==> src/rtl/fetch_queue.sv <==
// Fetch-to-decode instruction buffer: DEPTH-entry FIFO of {PC, instruction} pairs with flush.
// Define FETCH_QUEUE_BYPASS_EN to give zero-cycle latency through an empty queue.
module fetch_queue #(
    parameter int unsigned DEPTH = 4,
    parameter int unsigned PTR_W = 2
) (
    input  logic             clk_i,
    input  logic             rst_i,
    input  logic             flush_i,
    input  logic             enq_valid_i,
    input  logic [31:0]      enq_pc_i,
    input  logic [31:0]      enq_instr_i,
    output logic             enq_ready_o,
    output logic             deq_valid_o,
    output logic [31:0]      deq_pc_o,
    output logic [31:0]      deq_instr_o,
    input  logic             deq_ready_i,
    output logic [PTR_W:0]   count_o
);

    localparam int unsigned CntW = PTR_W + 1;
    localparam logic [31:0] NopInstr = 32'h0000_0013;
    localparam logic [PTR_W:0] FullCount = CntW'(DEPTH);
    localparam logic [PTR_W:0] CountOne = CntW'(1);
    localparam logic [PTR_W-1:0] PtrOne = PTR_W'(1);

    logic [31:0] pc_mem_q    [DEPTH];
    logic [31:0] instr_mem_q [DEPTH];

    logic [PTR_W-1:0] rd_ptr_q, rd_ptr_d;
    logic [PTR_W-1:0] wr_ptr_q, wr_ptr_d;
    logic [PTR_W:0]   count_q, count_d;

    logic empty, full, head_valid;
    logic enq_fire, deq_fire, push, pop;

    assign empty       = (count_q == '0);
    assign full        = (count_q == FullCount);
    assign head_valid  = !empty && !flush_i;
    assign enq_ready_o = !full && !flush_i;
    assign count_o     = count_q;

    always_comb begin
        deq_valid_o = 1'b0;
        deq_pc_o    = '0;
        deq_instr_o = NopInstr;
        if (head_valid) begin
            deq_valid_o = 1'b1;
            deq_pc_o    = pc_mem_q[rd_ptr_q];
            deq_instr_o = instr_mem_q[rd_ptr_q];
        end
`ifdef FETCH_QUEUE_BYPASS_EN
        else if (empty && !flush_i && enq_valid_i) begin
            deq_valid_o = 1'b1;
            deq_pc_o    = enq_pc_i;
            deq_instr_o = enq_instr_i;
        end
`endif
    end

    assign enq_fire = enq_valid_i && enq_ready_o;
    assign deq_fire = deq_valid_o && deq_ready_i;
    // A dequeue from an empty queue can only be a bypassed instruction; storage is untouched.
    assign pop      = deq_fire && !empty;
`ifdef FETCH_QUEUE_BYPASS_EN
    assign push     = enq_fire && !(empty && deq_ready_i);
`else
    assign push     = enq_fire;
`endif

    always_comb begin
        rd_ptr_d = rd_ptr_q;
        wr_ptr_d = wr_ptr_q;
        count_d  = count_q;
        if (flush_i) begin
            rd_ptr_d = '0;
            wr_ptr_d = '0;
            count_d  = '0;
        end else begin
            if (push) begin
                wr_ptr_d = wr_ptr_q + PtrOne;
            end
            if (pop) begin
                rd_ptr_d = rd_ptr_q + PtrOne;
            end
            unique case ({push, pop})
                2'b10:   count_d = count_q + CountOne;
                2'b01:   count_d = count_q - CountOne;
                default: count_d = count_q;
            endcase
        end
    end

    always_ff @(posedge clk_i) begin
        if (rst_i) begin
            rd_ptr_q <= '0;
            wr_ptr_q <= '0;
            count_q  <= '0;
        end else begin
            rd_ptr_q <= rd_ptr_d;
            wr_ptr_q <= wr_ptr_d;
            count_q  <= count_d;
        end
    end

    // Entry storage carries no reset; occupancy alone decides what is valid.
    always_ff @(posedge clk_i) begin
        if (push) begin
            pc_mem_q[wr_ptr_q]    <= enq_pc_i;
            instr_mem_q[wr_ptr_q] <= enq_instr_i;
        end
    end

endmodule

==> config.mk <==
export PLATFORM = sky130hd
export DESIGN_NAME = fetch_queue
export DESIGN_NICKNAME = d
export VERILOG_FILES = /design/src/rtl/fetch_queue.sv
export SDC_FILE = /design/constraint.sdc
export NUM_CORES = 1
export LEC_CHECK = 0
export CORE_ASPECT_RATIO = 0.5
export CORE_UTILIZATION = 30
export DETAILED_ROUTE_END_ITERATION = 8
export GPL_ROUTABILITY_DRIVEN = 0
export SYNTH_ARGS = -nofsm -noshare
export SYNTH_HDL_FRONTEND = slang
export SYNTH_SLANG_ARGS = --single-unit
export TNS_END_PERCENT = 20
==> constraint.sdc <==
create_clock -name clk_i -period 4.26 [get_ports clk_i]
set_input_delay 0.852 -clock clk_i [delete_from_list [all_inputs] [get_ports clk_i]]
set_output_delay 0.852 -clock clk_i [all_outputs]
set_load 0.02 [all_outputs]
==> run summary, run 1 <==
Final Instance Count excl. Fillers -> 1087
Status -> finished, final reports clean
IO Pins -> 138
Final Setup Violations -> 0
Sequential share of the synthesized area -> 0.767
# H-tree levels -> 1
GRT overflow -> 0
WP buf/inv -> 4
Worst slew margin -> 0.631
Clk buf depth -> 3
Post-Route WL -> 19900 um
Synth top area share -> 0.749
Critical path's most frequent cell -> clkdlybuf4s50_1
Final Hold Viols -> 0
Maximum vdd drop -> 0.000297 V
Die ar. -> 35000 sq um
Combinational family with the most area after synthesis -> multiplexers
Required @ worst endpoint -> 3.41 ns
Netlist Area Pre-Place -> 10300 sq um
Worst-path cell chain -> clkdlybuf4s50_1, or2_2, inv_2, buf_12, and2_1, clkdlybuf4s50_1
Post-CTS setup buffer count -> 0
Initial DRC count -> 371
Post_cts resized -> 0
Synth warnings -> 0
Share of cells above drive strength 1 -> 0.197
Worst hold path class -> reg2reg
Via count -> 4865
CTS clk-pin slew, worst paths -> 0.06 ns
Layout Nets -> 701
Syn avg cell area -> 22.1 sq um
CTS Buf Count -> 26
Vias/cell -> 4.48
Total Routing Usage GR -> 0.113
Setup TNS -> 0 ns
Worst Path Max Fanout -> 37
Peak Freq -> 271 MHz
# DRC -> 0
Mux cell area share after synthesis -> 0.141
Largest net degree at the start of global routing -> 38
WL/cell -> 18.3 um
Skew-Pair Late Insertion Delay -> 0.52 ns
Cell taking the most area after synthesis -> edfxtp_1
Vias in the first global route -> 5091
Initial DRT Pass Iterations -> 6
WP data arrival -> 2.84 ns
Detail Route Antenna Nets -> 0
Initial Utilization -> 0.308
Total number of placement rows -> 47
Register bit total from synthesis -> 265
Final cycle utilization of the critical path -> 0.867
Core region area -> 33300 sq um
Mapped Nets -> 540
CP endpoint kind -> output pin
Post-Synth XOR/XNOR Area -> 0.00171
Die Y-Extent -> 133 um
Worst Setup Path Type -> in2out
Setup Skew -> 0.0128 ns
CTS tree -> yes
Synth area leaders -> edfxtp_1 (75%), mux4_2 (14%), and2_1 (3.8%)
Final min period -> 3.69 ns
First-pass GRT wire length -> 30400 um
Leakage -> 4.04 nW
Maxcap violations -> 0
Critical path's slowest cell -> clkdlybuf4s50_1
Fin. max-slew vios -> 0
RSZ-0062 raised after global routing -> false
Count of cell types in the netlist -> 32
Clock sinks -> 265
Clk root buf -> clkbuf_16
Syn Inst Count -> 465
Fraction of the mapped netlist area in adder cells -> 0.00805
Area delta synth->final -> 26.7%
I/O Buffers -> 137
DP HPWL -> 12800 um
Hold Buf Count CTS -> 0
Die extent in x -> 264 um
Initial antenna violation count -> 1
Slew @ Worst Pin -> 0.553 ns
Cell family with most CP delay -> buffers and inverters
CP max stage delay -> 0.62 ns
Startpoint Class -> input port
Placed cell count -> 1039
Cell Pwr Density -> 403 nW/um^2
Simple-gate share of the synthesized area -> 0.0518
Compound-Gate Fraction of Synth Area -> 0.00720
-- registers in the layout (all words and copies together), names as in the netlist, named ones only --
signal and count:
instr_mem_q 128, pc_mem_q 128, count_o 3, rd_ptr_q 2
wr_ptr_q 2
-- cells by family (layout without fill, tap and decap cells) --
| logic type | Yosys count | after routing |
|---|---|---|
| multiplexers | 64 | 64 |
| other | 0 | 1 |
| AND/OR/NAND/NOR | 86 | 86 |
| flip-flops | 265 | 265 |
| AO/OA/AOI/OAI | 11 | 11 |
| buffers and inverters | 31 | 211 |
| XOR/XNOR | 2 | 2 |
| adder cells (fa/ha/maj) | 6 | 6 |
-- where the power goes --
group / switching, W / leakage (nW) / total, W / internal [W]
clock: 0.000902 / 0.385 / 0.00211 / 0.00121
combinational: 0.000102 / 1.25 / 0.000222 / 0.000120
sequential: 0.00000892 / 2.40 / 0.00290 / 0.00289
-- worst register-to-register path, delay by kind of cell (launching register included) --
| kind | cells | cell delay, ns |
|---|---|---|
| compound gates | 1 | 0.14 |
| xor+xnor | 1 | 0.16 |
| fa+ha+maj | 2 | 0.57 |
| buf+inv | 2 | 0.12 |
| flops | 1 | 0.40 |
| simple gates | 3 | 1.06 |
-- metrics by stage --
| step | utilization | area, sq um | worst slack, ns | hold WS (ns) | power, W |
|---|---|---|---|---|---|
| final | 0.390 | 13000 | 0.566 | 0.485 | 0.00524 |
| after global routing | 0.390 | 13000 | 0.433 | 0.557 | 0.00541 |
| after CTS | 0.390 | 13000 | 0.518 | 0.488 | 0.00530 |
| after detailed placement | 0.366 | 12200 | 0.528 | 0.478 | 0.00319 |
| after global placement | 0.366 | 12200 | 0.552 | 0.464 | 0.00318 |
| after floorplan | - | 10300 | 0.930 | 0.459 | 0.00305 |
-- cell usage after synthesis --
master	n
clkbuf_1	1
nor2_1	5
fa_1	1
mux4_1	1
mux4_2	63
nand4_1	1
a21o_1	1
nand3_1	1
ha_1	5
clkbuf_2	1
a21oi_1	4
and3_1	4
buf_12	6
buf_2	13
o311ai_0	1
xor2_1	2
nand3b_1	1
nor2b_1	2
nor3_2	1
o21ai_0	2
dfxtp_1	9
buf_6	1
or2_2	2
or3b_1	1
o31ai_2	1
o31ai_1	2
or3_1	6
inv_1	7
and2_1	62
buf_1	1
edfxtp_1	256
inv_2	1
-- worst paths after layout --
path	cells after the start	startpoint	slack, ns	endpoint
max	6	flush_i	0.57	deq_pc_o[28]
min	2	rd_ptr_q[1]$_SDFFE_PP0P_	0.48	flip-flop
max reg2reg	9	count_o[2]$_SDFFE_PP0P_	1.75	count_o[2]$_SDFFE_PP0P_
min reg2reg	2	rd_ptr_q[1]$_SDFFE_PP0P_	0.48	flip-flop
-- final cells by class --
class	count	area (sq um)
Clock inverter	16	96.3
Clock buffer	31	691
Fill cell	2937	20300
Tap cell	441	552
Inverter	8	30.0
Timing Repair Buffer	156	1580
Sequential cell	265	7880
Antenna cell	1	2.50
Multi-Input combinational cell	169	2170
-- placed cells by master (no fill, tap or decap), drive strengths merged --
cell type	count
o21ai	2
mux4	64
o311ai	1
or3	6
clkinv	14
nor3	1
clkbuf	31
inv	8
buf	19
or3b	1
nor2	5
clkinvlp	1
clkdlybuf4s50	137
xor2	2
bufinv	1
a21o	1
a21oi	4
or2	2
and3	4
edfxtp	256
o31ai	3
ha	5
and2	62
fa	1
dfxtp	9
nor2b	2
diode	1
nand3	1
nand4	1
nand3b	1
-- per-layer routing --
| metal | global-route usage | wire length (um) | vias up |
|---|---|---|---|
| met4 | 0.0263 | 287 | 0 |
| met1 | 0.133 | 7950 | 2571 |
| li1 | - | - | 2218 |
| met3 | 0.0190 | 541 | 28 |
| met5 | 0 | 0 | - |
| met2 | 0.215 | 11100 | 48 |
Power figures use the tool's default switching activity.
==> run 2: changes to the inputs <==
- CORE_UTILIZATION: 30 -> 45
- PLACE_DENSITY: unset -> 0.67
==> run 2 against run 1 <==
Design area fell by 1.4%. Global-route usage rose by 4.9 points. Register-to-register slack improved by 0.03 ns. Via count fell by 0.51%. Power rose by 2.0%. Sequential power barely moved. Die area fell by 33%. Largest power group unchanged. Non-clock buffer count fell by 3. Worst hold slack improved by 0.032 ns. Count of clock-buffer cells in the layout fell by 3. Utilization rose by 19 points.
==> run summary, run 2 (same netlist as run 1, synthesis figures left out) <==
Status -> finished, final reports clean
I/O Buffers -> 137 (unchanged)
Peak Freq -> 267 MHz (-1.3%)
First-pass GRT wire length -> 28800 um (-5.4%)
Via count -> 4840 (-0.51%)
Final Hold Viols -> 0 (unchanged)
Initial DRC count -> 267 (-28%)
Skew-Pair Late Insertion Delay -> 0.51 ns (about the same)
Required @ worst endpoint -> 3.41 ns (about the same)
Core region area -> 22000 sq um (-34%)
Final Setup Violations -> 0 (unchanged)
Post-CTS setup buffer count -> 0 (unchanged)
# H-tree levels -> 1 (unchanged)
Critical path's slowest cell -> clkdlybuf4s50_1
Most frequent cells in the layout -> edfxtp_1 (256), clkdlybuf4s50_1 (137), mux4_2 (63)
Final core occ -> 0.582 (+0.192)
Fin. max-slew vios -> 0 (unchanged)
Total power -> 0.00534 W (+2.0%)
R2r setup slk -> 1.78 ns (+0.03 ns)
Final min period -> 3.74 ns (+0.0503 ns)
Post_cts resized -> 0 (unchanged)
Top layer reached by signal wires -> met4
Final cycle utilization of the critical path -> 0.879 (+0.0118)
Clock sinks -> 265 (unchanged)
Leakage -> 4.03 nW (-0.22%)
Total number of placement rows -> 38 (-19%)
Hold path cells -> 2 (unchanged)
Total Routing Usage GR -> 0.162 (+0.0494)
RSZ-0062 raised after global routing -> false
Worst-path cell chain -> clkdlybuf4s50_1, or2_2, inv_2, buf_12, and2_1, clkdlybuf4s50_1
Worst slew margin -> 0.530 (-0.101)
GRT overflow -> 0 (unchanged)
DP HPWL -> 11300 um (-12%)
Cell family with most CP delay -> buffers and inverters
WP data arrival -> 2.89 ns (+0.05 ns)
FF-to-FF path depth -> 9 (unchanged)
Setup Skew -> 0.0134 ns (+0.000562 ns)
Startpoint Class -> input port
Met1 WL -> 8180 um (+2.9%)
Initial DRT Pass Iterations -> 4 (-2)
Clk buf depth -> 3 (unchanged)
Maxcap violations -> 0 (unchanged)
Initial Utilization -> 0.466 (+0.158)
IO Pins -> 138 (unchanged)
Area delta synth->final -> 24.9%
Clk root buf -> clkbuf_16
Layout Nets -> 696 (-0.71%)
Post-DP Area -> 12000 sq um (-1.7%)
Hold Buf Count CTS -> 0 (unchanged)
Largest net degree at the start of global routing -> 51 (+34%)
Critical path's most frequent cell -> clkdlybuf4s50_1
Final instance area -> 12800 sq um (-1.4%)
Worst reg2reg path startpoint -> count_o[2]$_SDFFE_PP0P_
Met2 WL -> 9520 um (-14%)
Cell Pwr Density -> 417 nW/um^2 (+3.4%)
Vias in the first global route -> 5057 (-0.67%)
Initial antenna violation count -> 0 (-1)
Worst Path Max Fanout -> 40 (+8.1%)
Vias/cell -> 5.15 (+15%)
CTS Buf Count -> 24 (-7.7%)
WP buf/inv -> 4 (unchanged)
Slew @ Worst Pin -> 0.706 ns (+0.153 ns)
Detail Route Antenna Nets -> 0 (unchanged)
Worst hold path class -> reg2reg
CP max stage delay -> 0.60 ns (-0.02 ns)
Share of cells above drive strength 1 -> 0.196 (-0.00128)
Maximum vdd drop -> 0.000243 V (-18%)
Worst Setup Path Type -> in2out
Setup TNS -> 0 ns (unchanged)
Die Y-Extent -> 109 um (-18%)
CTS clk-pin slew, worst paths -> 0.06 ns (about the same)
CP endpoint kind -> output pin
Post-Route WL -> 18500 um (-6.9%)
Wire length on met3 -> 472 um (-13%)
# DRC -> 0 (unchanged)
FF-to-FF End -> count_o[2]$_SDFFE_PP0P_
Die ar. -> 23400 sq um (-33%)
WL/cell -> 19.7 um (+7.6%)
Worst hold start -> rd_ptr_q[1]$_SDFFE_PP0P_
Die extent in x -> 216 um (-18%)
CTS tree -> yes
Leading cell type in the layout, fill and taps excluded -> edfxtp_1
-- run 2: cell count changes in the layout (fill, tap and decap cells not counted), sizes merged --
cell | before | now
buf | 19 | 16
bufinv | 1 | 4
clkbuf | 31 | 28
clkinv | 14 | 10
inv | 8 | 9
-- run 2: worst max-delay path by stage --
stage                         start                     endpoint  slack, ns  cells past startpoint
final                       flush_i              deq_instr_o[19]       0.52                      6
after global routing        flush_i              deq_instr_o[12]       0.39                      6
after CTS                 flip-flop                 deq_pc_o[10]       0.51                      4
after detailed placement    flush_i              deq_instr_o[19]       0.52                      6
after global placement      flush_i              deq_instr_o[19]       0.55                      6
after floorplan             flush_i  instr_mem_q[0][0]$_DFFE_PP_       0.93                      3
-- run 2: final cells by class --
cell class | instances | area (sq um)
Fill cell | 1649 | 9200
Inverter | 8 | 30.0
Tap cell | 300 | 375
Antenna cell | 1 | 2.50
Clock buffer | 28 | 616
Clock inverter | 16 | 203
Timing Repair Buffer | 153 | 1540
Sequential cell | 265 | 7880
Multi-Input combinational cell | 169 | 2170
-- run 2: through the flow --
step | std cells | setup WS [ns] | hold slack (ns)
floorplan | 465 | 0.930 | 0.459
global placement | 895 | 0.548 | 0.461
detailed placement | 895 | 0.522 | 0.494
CTS | 939 | 0.507 | 0.511
global route | 939 | 0.393 | 0.524
finish | 940 | 0.515 | 0.517
-- run 2: layer usage --
layer,GRT usage,vias up
met1,0.218,2536
met2,0.279,75
li1,-,2206
met4,0.0461,0
met3,0.0262,23
met5,0,-
-- run 2: worst min-delay path: cells and delay by family, from the launching register on --
family | cells | cell delay (ns)
AO/OA/AOI/OAI | 2 | 0.16
flip-flops | 1 | 0.31
-- run 2: report_power, final --
group	switching, W	internal, W	leakage, nW
logic	0.000100	0.000119	1.23
clock network	0.000925	0.00129	0.395
registers	0.00000956	0.00289	2.40
total	0.00103	0.00430	4.03
